[src/rtl/vga_line_fetch_arbiter.sv]
// vga_line_fetch_arbiter
//   Shares one memory command port between display line prefetch (burst
//   reads) and the drawing engine (single-word writes). A line request
//   starts a sequence of LINE_PIXELS/BURST_LEN read bursts. A pending write
//   may slip in between any two bursts, but never more than one write.
//
// Ports
//   vga_clk, rst_n        clock, async active-low reset
//   Line_Req_Sig/Num_Sig  one-cycle line prefetch request + row index
//   Wr_Req/Addr/Data      drawing-engine write, level held until Wr_Ack
//   Wr_Ack                write command accepted (same cycle as transfer)
//   Mem_Cmd_*             valid/ready command port (Wr, Addr, Len, data)
//   Line_Busy/Line_Done   fetch in progress / last burst accepted
//   Underrun              sticky: line request while a line was busy
module vga_line_fetch_arbiter #(
  parameter int LINE_PIXELS = 1920,
  parameter int BURST_LEN   = 16,
  parameter int ADDR_W      = 22
) (
  input  logic              vga_clk,
  input  logic              rst_n,
  input  logic              Line_Req_Sig,
  input  logic [11:0]       Line_Num_Sig,
  input  logic              Wr_Req,
  input  logic [ADDR_W-1:0] Wr_Addr,
  input  logic [15:0]       Wr_Data,
  output logic              Wr_Ack,
  output logic              Mem_Cmd_Valid,
  input  logic              Mem_Cmd_Ready,
  output logic              Mem_Cmd_Wr,
  output logic [ADDR_W-1:0] Mem_Cmd_Addr,
  output logic [7:0]        Mem_Cmd_Len,
  output logic [15:0]       Mem_Wr_Data,
  output logic              Line_Busy,
  output logic              Line_Done,
  output logic              Underrun
);

  localparam int BURSTS = LINE_PIXELS / BURST_LEN;
  localparam int BIW    = (BURSTS > 1) ? $clog2(BURSTS) : 1;

  localparam logic [1:0] IDLE     = 2'd0;
  localparam logic [1:0] RD_ISSUE = 2'd1;
  localparam logic [1:0] WR_ISSUE = 2'd2;

  logic [1:0]        state, state_nxt;
  logic              line_busy, line_done_q, underrun_q;
  logic [BIW-1:0]    burst_idx;
  logic [ADDR_W-1:0] rd_addr;
  logic              line_accept, last_burst, rd_xfer, wr_xfer, cmd_valid;

  assign line_accept = Line_Req_Sig & ~line_busy;
  assign last_burst  = (burst_idx == BIW'(BURSTS - 1));

  // When the last burst is followed straight by a write, the write is held
  // off for the Line_Done cycle so Wr_Ack and Line_Done never coincide.
  // Valid has not been raised yet in that cycle, so nothing is withdrawn.
  assign cmd_valid = (state == RD_ISSUE) | ((state == WR_ISSUE) & ~line_done_q);
  assign rd_xfer   = (state == RD_ISSUE) & Mem_Cmd_Ready;
  assign wr_xfer   = (state == WR_ISSUE) & ~line_done_q & Mem_Cmd_Ready;

  always_comb begin
    state_nxt = state;
    case (state)
      IDLE: begin
        // A request arriving this cycle counts as pending, so it beats a write.
        if (line_busy | line_accept) state_nxt = RD_ISSUE;
        else if (Wr_Req)             state_nxt = WR_ISSUE;
      end
      RD_ISSUE: begin
        if (rd_xfer) begin
          if (Wr_Req)          state_nxt = WR_ISSUE;
          else if (last_burst) state_nxt = IDLE;
          else                 state_nxt = RD_ISSUE;
        end
      end
      WR_ISSUE: begin
        if (wr_xfer) state_nxt = (line_busy | line_accept) ? RD_ISSUE : IDLE;
      end
      default: state_nxt = IDLE;
    endcase
  end

  always_ff @(posedge vga_clk or negedge rst_n) begin
    if (!rst_n) begin
      state       <= IDLE;
      line_busy   <= 1'b0;
      line_done_q <= 1'b0;
      underrun_q  <= 1'b0;
      burst_idx   <= '0;
      rd_addr     <= '0;
    end else begin
      state       <= state_nxt;
      line_done_q <= rd_xfer & last_burst;
      if (Line_Req_Sig & line_busy) underrun_q <= 1'b1;

      if (line_accept) begin
        line_busy <= 1'b1;
        burst_idx <= '0;
        // Line base is computed once; bursts then step by BURST_LEN,
        // all arithmetic wrapping at ADDR_W bits.
        rd_addr   <= ADDR_W'(Line_Num_Sig) * ADDR_W'(LINE_PIXELS);
      end else if (rd_xfer) begin
        rd_addr <= rd_addr + ADDR_W'(BURST_LEN);
        if (last_burst) begin
          line_busy <= 1'b0;
          burst_idx <= '0;
        end else begin
          burst_idx <= burst_idx + 1'b1;
        end
      end
    end
  end

  assign Mem_Cmd_Valid = cmd_valid;
  assign Mem_Cmd_Wr    = (state == WR_ISSUE);
  assign Mem_Cmd_Addr  = (state == RD_ISSUE) ? rd_addr :
                         (state == WR_ISSUE) ? Wr_Addr : '0;
  assign Mem_Cmd_Len   = (state == RD_ISSUE) ? 8'(BURST_LEN) :
                         (state == WR_ISSUE) ? 8'd1 : 8'd0;
  assign Mem_Wr_Data   = (state == WR_ISSUE) ? Wr_Data : 16'd0;
  assign Wr_Ack        = wr_xfer & Wr_Req;
  assign Line_Busy     = line_busy;
  assign Line_Done     = line_done_q;
  assign Underrun      = underrun_q;

endmodule

[config.mk]
export PLATFORM = sky130hd
export DESIGN_NAME = vga_line_fetch_arbiter
export DESIGN_NICKNAME = d
export VERILOG_FILES = /design/src/rtl/vga_line_fetch_arbiter.sv
export SDC_FILE = /design/constraint.sdc
export NUM_CORES = 1
export LEC_CHECK = 0
export CORE_ASPECT_RATIO = 0.75
export CORE_MARGIN = 5
export CORE_UTILIZATION = 50
export DETAILED_ROUTE_END_ITERATION = 8
export GPL_TIMING_DRIVEN = 0
export HOLD_SLACK_MARGIN = 0.02
export PLACE_DENSITY = 0.87
export SYNTH_ARGS = -nofsm -noshare
export SYNTH_HDL_FRONTEND = slang
export SYNTH_SLANG_ARGS = --single-unit
[constraint.sdc]
create_clock -name vga_clk -period 4.3 [get_ports vga_clk]
set_input_delay 0.43 -clock vga_clk [delete_from_list [all_inputs] [get_ports vga_clk]]
set_output_delay 0.43 -clock vga_clk [all_outputs]
set_load 0.02 [all_outputs]
==> results.cfg, run 1 <==
[cts]
ctsHtreeMaxLevel = 2
path_clk_slew_ns = 0.06
ctsResizeCount = 0
clk_latency_ns = 0.29
post_cts_buffers = 0
cts_root_buf = clkbuf_8
clock-sinks = 30
cts_made_buffers = 5
cts_hold_buf = 0
cts_tree = yes
clock_path_buffers = 2

[global_routing]
grt_pass1_vias = 2733
grt_pass1_wl_um = 12900
overflow = 0
grt_max_degree = 31
antenna_found_initial = 0
grt.total_usage_pct = 20.40

[timing]
period_share_pct = 81.48
fmax_ghz = 0.2854
rsz0062_at_grt = false
fin_ws_ns = 0.7965
worstMarginPinSlew_ns = 0.6815
finalCriticalPeriod_ns = 3.503
setup_viol = 0
maxSlewHeadroom_pct = 54.57
whs_ns = 0.1843
tns_ns = 0
slew_violations = 0
skew_ns = 0.009860
hold_viol_final = 0

[setup_path]
worstReg2RegEnd = burst_idx[4]
startpoint_type = primary input
end_kind = flop
reg2reg_slack_ns = 2.55
crit_arrival_ns = 3.72
ff2ff_path_depth = 6
path_max_fanout = 5
required_ns = 4.51
r2r_start = burst_idx[0]
crit_type = primary input to flop

[synth]
netlist_top_cells_area = dfrtp_1 (24%), fa_1 (14%), ha_1 (7.7%)
ys_seq_elements = 30
synth_cells = 345
avgSynthCellArea_um2 = 8.893
synth_fa_ha_area_share_pct = 21.45
yosys_most_used_dff = dfrtp_1
syn_area_um2 = 3068
ys_types = 47
yosysTopAreaCellShare_pct = 24.47
yosysWarnings = 0
synth.largest_area_cell = dfrtp_1
synth_edf_count = 0
synth-compound-area-share_pct = 17.86
synth_async_sr_flop_share_pct = 100.0
synth_top_family_by_area = adder cells
ys_seq_area_share_pct = 24.47
synth_xor_area_share_pct = 6.566
synthMuxAreaShare_pct = 2.610
yosys.area_share.simple_pct = 18.76

[floorplanning]
fp.dieW_um = 100.5
initial_utilization_pct = 52.13
die-area_um2 = 7819
io_pins = 107
fp.coreArea_um2 = 5886
die_h_um = 77.84
rows = 24

[drt]
vias = 2919
totalWireLength_um = 8021
antenna_left = 0
drt_iter0_drc = 229
dr.pass1.iters = 6
vias_per_cell = 5.446
avgRoutedWirePerCell_um = 14.96
drc = 0

[place]
dp.cells = 528
portBuffers = 100
dp_hpwl_um = 6602
place_ws_ns = 0.5789
place.gp.congestion = 0.8836

[final_layout]
fillers = 447
final-seq-area_um2 = 750.7
final_cells = 536
diodes = 0
nets = 552
syn_to_final_growth_pct = 39.72
drive_above_1_share_pct = 4.585
multi_input_area_um2 = 2086

[power]
power_density_nw_per_um2 = 405.0
p_leak_nw = 1.947
irDropWorstVdd_mv = 0.3015

[run]
cap_violations = 0

[status]
status = completed

[worst_hold_path]
hold_path.class = primary input to async pin
[sequential cells by signal, indices dropped and copies added (netlist names)]
name and count:
rd_addr 18, burst_idx 7, state 2, Line_Busy 1, Line_Done 1, Underrun 1
[cell usage after synthesis, drive strengths merged, types with 2 or more instances]
library cell	n
nand4	5
a211o	2
o22ai	3
xor2	18
and3	6
and4	3
a22o	19
fa	21
nor3b	2
inv	38
mux2i	8
nor3	4
ha	19
nor2	13
buf	14
dfrtp	30
a31oi	4
a311oi	2
and2	24
o21ai	12
clkbuf	6
nor2b	4
nand2	24
a211oi	3
nand2b	7
o211ai	4
xnor2	5
nand3	9
a21o	5
a21oi	18
[kinds of logic (layout without fill, tap and decap cells)]
kind of cell | Yosys count | count (layout)
AO/OA/AOI/OAI | 79 | 79
XOR/XNOR | 23 | 23
adder cells (fa/ha/maj) | 40 | 40
buffers and inverters | 58 | 166
flip-flops | 30 | 30
multiplexers | 8 | 8
other | 1 | 6
AND/OR/NAND/NOR | 106 | 106
[power breakdown]
| group | switching, mW | total [mW] | internal, mW |
|---|---|---|---|
| registers | 0.140 | 0.524 | 0.384 |
| logic | 0.472 | 0.931 | 0.458 |
| clock network | 0.108 | 0.281 | 0.173 |
[layout make-up]
type | count | area share [%]
Timing Repair Buffer | 100 | 23.23
Buffer | 20 | 2.510
Multi-Input combinational cell | 262 | 48.66
Clock inverter | 1 | 0.7005
Clock buffer | 7 | 1.781
Sequential cell | 30 | 17.51
Tap cell | 78 | 2.277
Inverter | 38 | 3.328
[worst max-delay path: stages]
cell and delay (ns):
clkdlybuf4s50_1 0.49, fa_1 0.55, fa_1 0.54, inv_1 0.07, fa_1 0.38, nand2b_1 0.19
a21o_1 0.19, a211o_1 0.34, a2111o_1 0.45, nand3_1 0.09
[routing by layer]
layer / GRT usage [%] / wire, µm
met1: 27.91 / 3491
met2: 33.40 / 3733
met3: 4.391 / 712
met4: 4.307 / 84
met5: 0 / 0
[how the worst max path moves through the flow]
stage | startpoint | to | slack [ns]
after floorplan | Line_Num_Sig[5] | rd_addr[19] | 1.26
after global placement | Line_Num_Sig[5] | rd_addr[18] | 0.61
after detailed placement | Line_Num_Sig[0] | rd_addr[19] | 0.58
after CTS | Line_Num_Sig[0] | rd_addr[19] | 0.83
after global routing | Line_Num_Sig[5] | rd_addr[20] | 0.57
final | Line_Num_Sig[0] | rd_addr[19] | 0.80
[cell usage in the layout, fill, tap and decap left out, types with 4 or more instances in the layout]
| master | Yosys | layout |
|---|---|---|
| clkdlybuf4s50_1 | 0 | 99 |
| inv_1 | 38 | 38 |
| dfrtp_1 | 30 | 30 |
| and2_1 | 24 | 24 |
| nand2_1 | 24 | 24 |
| fa_1 | 21 | 21 |
| a22o_1 | 19 | 19 |
| ha_1 | 19 | 19 |
| a21oi_1 | 18 | 18 |
| xor2_1 | 18 | 18 |
| nor2_1 | 12 | 12 |
| o21ai_0 | 11 | 11 |
| nand3_1 | 9 | 9 |
| clkbuf_1 | 6 | 8 |
| mux2i_1 | 8 | 8 |
| nand2b_1 | 7 | 7 |
| buf_4 | 7 | 7 |
| buf_2 | 5 | 6 |
| and3_1 | 6 | 6 |
| conb_1 | 1 | 6 |
| nand4_1 | 5 | 5 |
| a21o_1 | 5 | 5 |
| xnor2_1 | 5 | 5 |
| clkbuf_8 | 0 | 5 |
| nor2b_1 | 4 | 4 |
| nor3_1 | 4 | 4 |
| o211ai_1 | 4 | 4 |
| a31oi_1 | 4 | 4 |
[per-stage QoR]
| stage | area [µm²] | power (mW) | utilization, % |
|---|---|---|---|
| final | 4287 | 1.736 | 72.83 |
| after global routing | 4287 | 1.867 | 72.83 |
| after CTS | 4292 | 1.739 | 72.92 |
| after detailed placement | 4185 | 1.452 | 71.11 |
| after global placement | 4185 | 1.423 | 71.11 |
| after floorplan | 3087 | 1.106 | - |
Note: power is estimated with default switching activity, not from simulation.
==> run 2, diff against run 1 <==
--- a/config.mk
+++ b/config.mk
@@ -7,11 +7,11 @@
 export LEC_CHECK = 0
 export CORE_ASPECT_RATIO = 0.75
 export CORE_MARGIN = 5
-export CORE_UTILIZATION = 50
+export CORE_UTILIZATION = 42
 export DETAILED_ROUTE_END_ITERATION = 8
 export GPL_TIMING_DRIVEN = 0
 export HOLD_SLACK_MARGIN = 0.02
-export PLACE_DENSITY = 0.87
+export PLACE_DENSITY = 0.78
 export SYNTH_ARGS = -nofsm -noshare
 export SYNTH_HDL_FRONTEND = slang
 export SYNTH_SLANG_ARGS = --single-unit
==> constraint.sdc (replaced) <==
create_clock -name vga_clk -period 2.84 [get_ports vga_clk]
set_input_delay 0.284 -clock vga_clk [delete_from_list [all_inputs] [get_ports vga_clk]]
set_output_delay 0.284 -clock vga_clk [all_outputs]
set_load 0.02 [all_outputs]
==> results.cfg, run 2 (same netlist as run 1, synthesis figures left out) <==
[final_layout]
layout_commonest_cell = clkdlybuf4s50_1
largest_reg_flops = 18
drive_above_1_share_pct = 15.19
regMostFlops = rd_addr
final_cell_mix = clkdlybuf4s50_1 (88), dfrtp_1 (30), inv_1 (28)
fillers = 643
reg_top3 = rd_addr: 18 flops, burst_idx: 7 flops, state: 2 flops
nets = 568
diodes = 0
syn_to_final_growth_pct = 49.10
postLayoutCoreUtil_pct = 63.27

[cts]
clk_latency_ns = 0.28
cts_made_buffers = 5
clock-sinks = 30
clock_path_buffers = 2
path_clk_slew_ns = 0.07
cts_root_buf = clkbuf_8
cts_tree = yes
ctsHtreeMaxLevel = 2

[power]
power_density_nw_per_um2 = 607.4
netSwitchingFraction_pct = 42.12
p_int_mw = 1.608
clkPwrFrac_pct = 13.0
seqPwrFrac_pct = 28.1
p_sw_mw = 1.170
pwr-share-comb_pct = 58.9
p_leak_nw = 2.034
irDropWorstVdd_mv = 0.3821

[place]
place.gp.congestion = 0.7952
portBuffers = 100
dp_hpwl_um = 6772
place_ws_ns = -0.7954

[setup_path]
crit_slowest_cell = fa_1
startpoint = Line_Num_Sig[3]
endpoint = rd_addr[21]
max_stage_delay_ns = 0.57
ff2ff_path_depth = 6
startpoint_type = primary input
r2r_start = burst_idx[0]
path_max_fanout = 5
required_ns = 3.01
crit_chain = clkdlybuf4s15_2, inv_2, fa_1, fa_1, inv_2, ha_4, o211ai_1, a21o_1, a211o_4, o21a_1, o2111a_1
crit_arrival_ns = 3.06
reg2reg_slack_ns = 1.02
crit_type = primary input to flop
worstReg2RegEnd = burst_idx[4]
end_kind = flop

[timing]
tns_ns = -0.09234
finalCriticalPeriod_ns = 2.897
slew_violations = 0
rsz0062_at_grt = true
setup_viol = 2
hold_viol_final = 0
worstMarginPinSlew_ns = 0.6822
fmax_ghz = 0.3452
period_share_pct = 102.0
maxSlewHeadroom_pct = 54.52
fin_ws_ns = -0.05720
skew_ns = 0.003998

[global_routing]
grt_pass1_wl_um = 13940
overflow = 0
grt_max_degree = 31
grt.total_usage_pct = 18.80
grt_pass1_vias = 2903
antenna_found_initial = 0

[floorplanning]
io_pins = 107
rows = 27
initial_utilization_pct = 42.44
fp.dieW_um = 108.7
die_h_um = 84.02
die-area_um2 = 9132
fp.coreArea_um2 = 7229

[drt]
avgRoutedWirePerCell_um = 14.96
drc = 0
vias = 2965
totalWireLength_um = 8604
dr.pass1.iters = 4
drt_iter0_drc = 97
antenna_left = 0
vias_per_cell = 5.157

[worst_hold_path]
hold_path.class = primary input to async pin

[status]
status = finished, violations left
violations = negative setup slack

[run]
cap_violations = 0
[run 2: layer usage]
layer / global-route usage [%] / up-vias / share of wire [%]
met3: 5.027 / 13 / 8.9
met4: 3.670 / 0 / 1.4
li1: - / 1438 / -
met5: 0 / - / 0
met2: 32.08 / 110 / 47
met1: 23.83 / 1404 / 42
[run 2: power by group through the flow]
stage	registers (mW)	logic [mW]	clock network, mW
global route	0.809	1.81	0.392
detailed placement	0.785	1.45	0
finish	0.782	1.64	0.361
global placement	0.776	1.41	0
floorplan	0.721	0.982	0
CTS	0.778	1.58	0.360
[run 2: cell type report]
| cell class | count | area, µm² | area share [%] |
|---|---|---|---|
| clock inverters | 1 | 5.005 | 0.1094 |
| repair buffers | 116 | 1115 | 24.37 |
| flip-flops and latches | 30 | 750.7 | 16.41 |
| plain buffers | 20 | 108.9 | 2.380 |
| multi-input cells | 262 | 2228 | 48.71 |
| clock buffers | 7 | 86.33 | 1.887 |
| well taps | 101 | 126.4 | 2.763 |
| inverters | 38 | 153.9 | 3.364 |
[run 2: how the worst min path moves through the flow]
| stage | cells past startpoint | start | end | slack (ns) |
|---|---|---|---|---|
| floorplan | 0 | rst_n | Line_Busy | -0.01 |
| global placement | 1 | Underrun | Underrun | 0.44 |
| detailed placement | 1 | Underrun | Underrun | 0.46 |
| CTS | 3 | Line_Num_Sig[0] | rd_addr[7] | 0.22 |
| global route | 1 | rst_n | burst_idx[2] | 0.1 |
| finish | 1 | rst_n | burst_idx[1] | 0.04 |
[run 2: stage by stage]
stage	total power, mW	cell area, µm²	hold WS [ns]	std cells
after CTS	2.719	4543	0.2220	574
after floorplan	1.703	3131	-0.01159	350
final	2.779	4574	0.03604	575
after global routing	3.006	4574	0.09588	575
after global placement	2.190	4258	0.4401	551
after detailed placement	2.237	4258	0.4598	551
[run 2: what timing repair did]
action | CTS | global route
resized for setup | 52 | 13
setup endpoints to repair | 7 | 16
setup buffers | 15 | 1
hold buffers | 0 | 0
pin swaps | 21 | 6
[run 2: worst max-delay path: cells and delay by family]
kind	cells	cell delay [ns]
buffers and inverters	3	0.33
AO/OA/AOI/OAI	5	1.14
adder cells (fa/ha/maj)	3	1.31
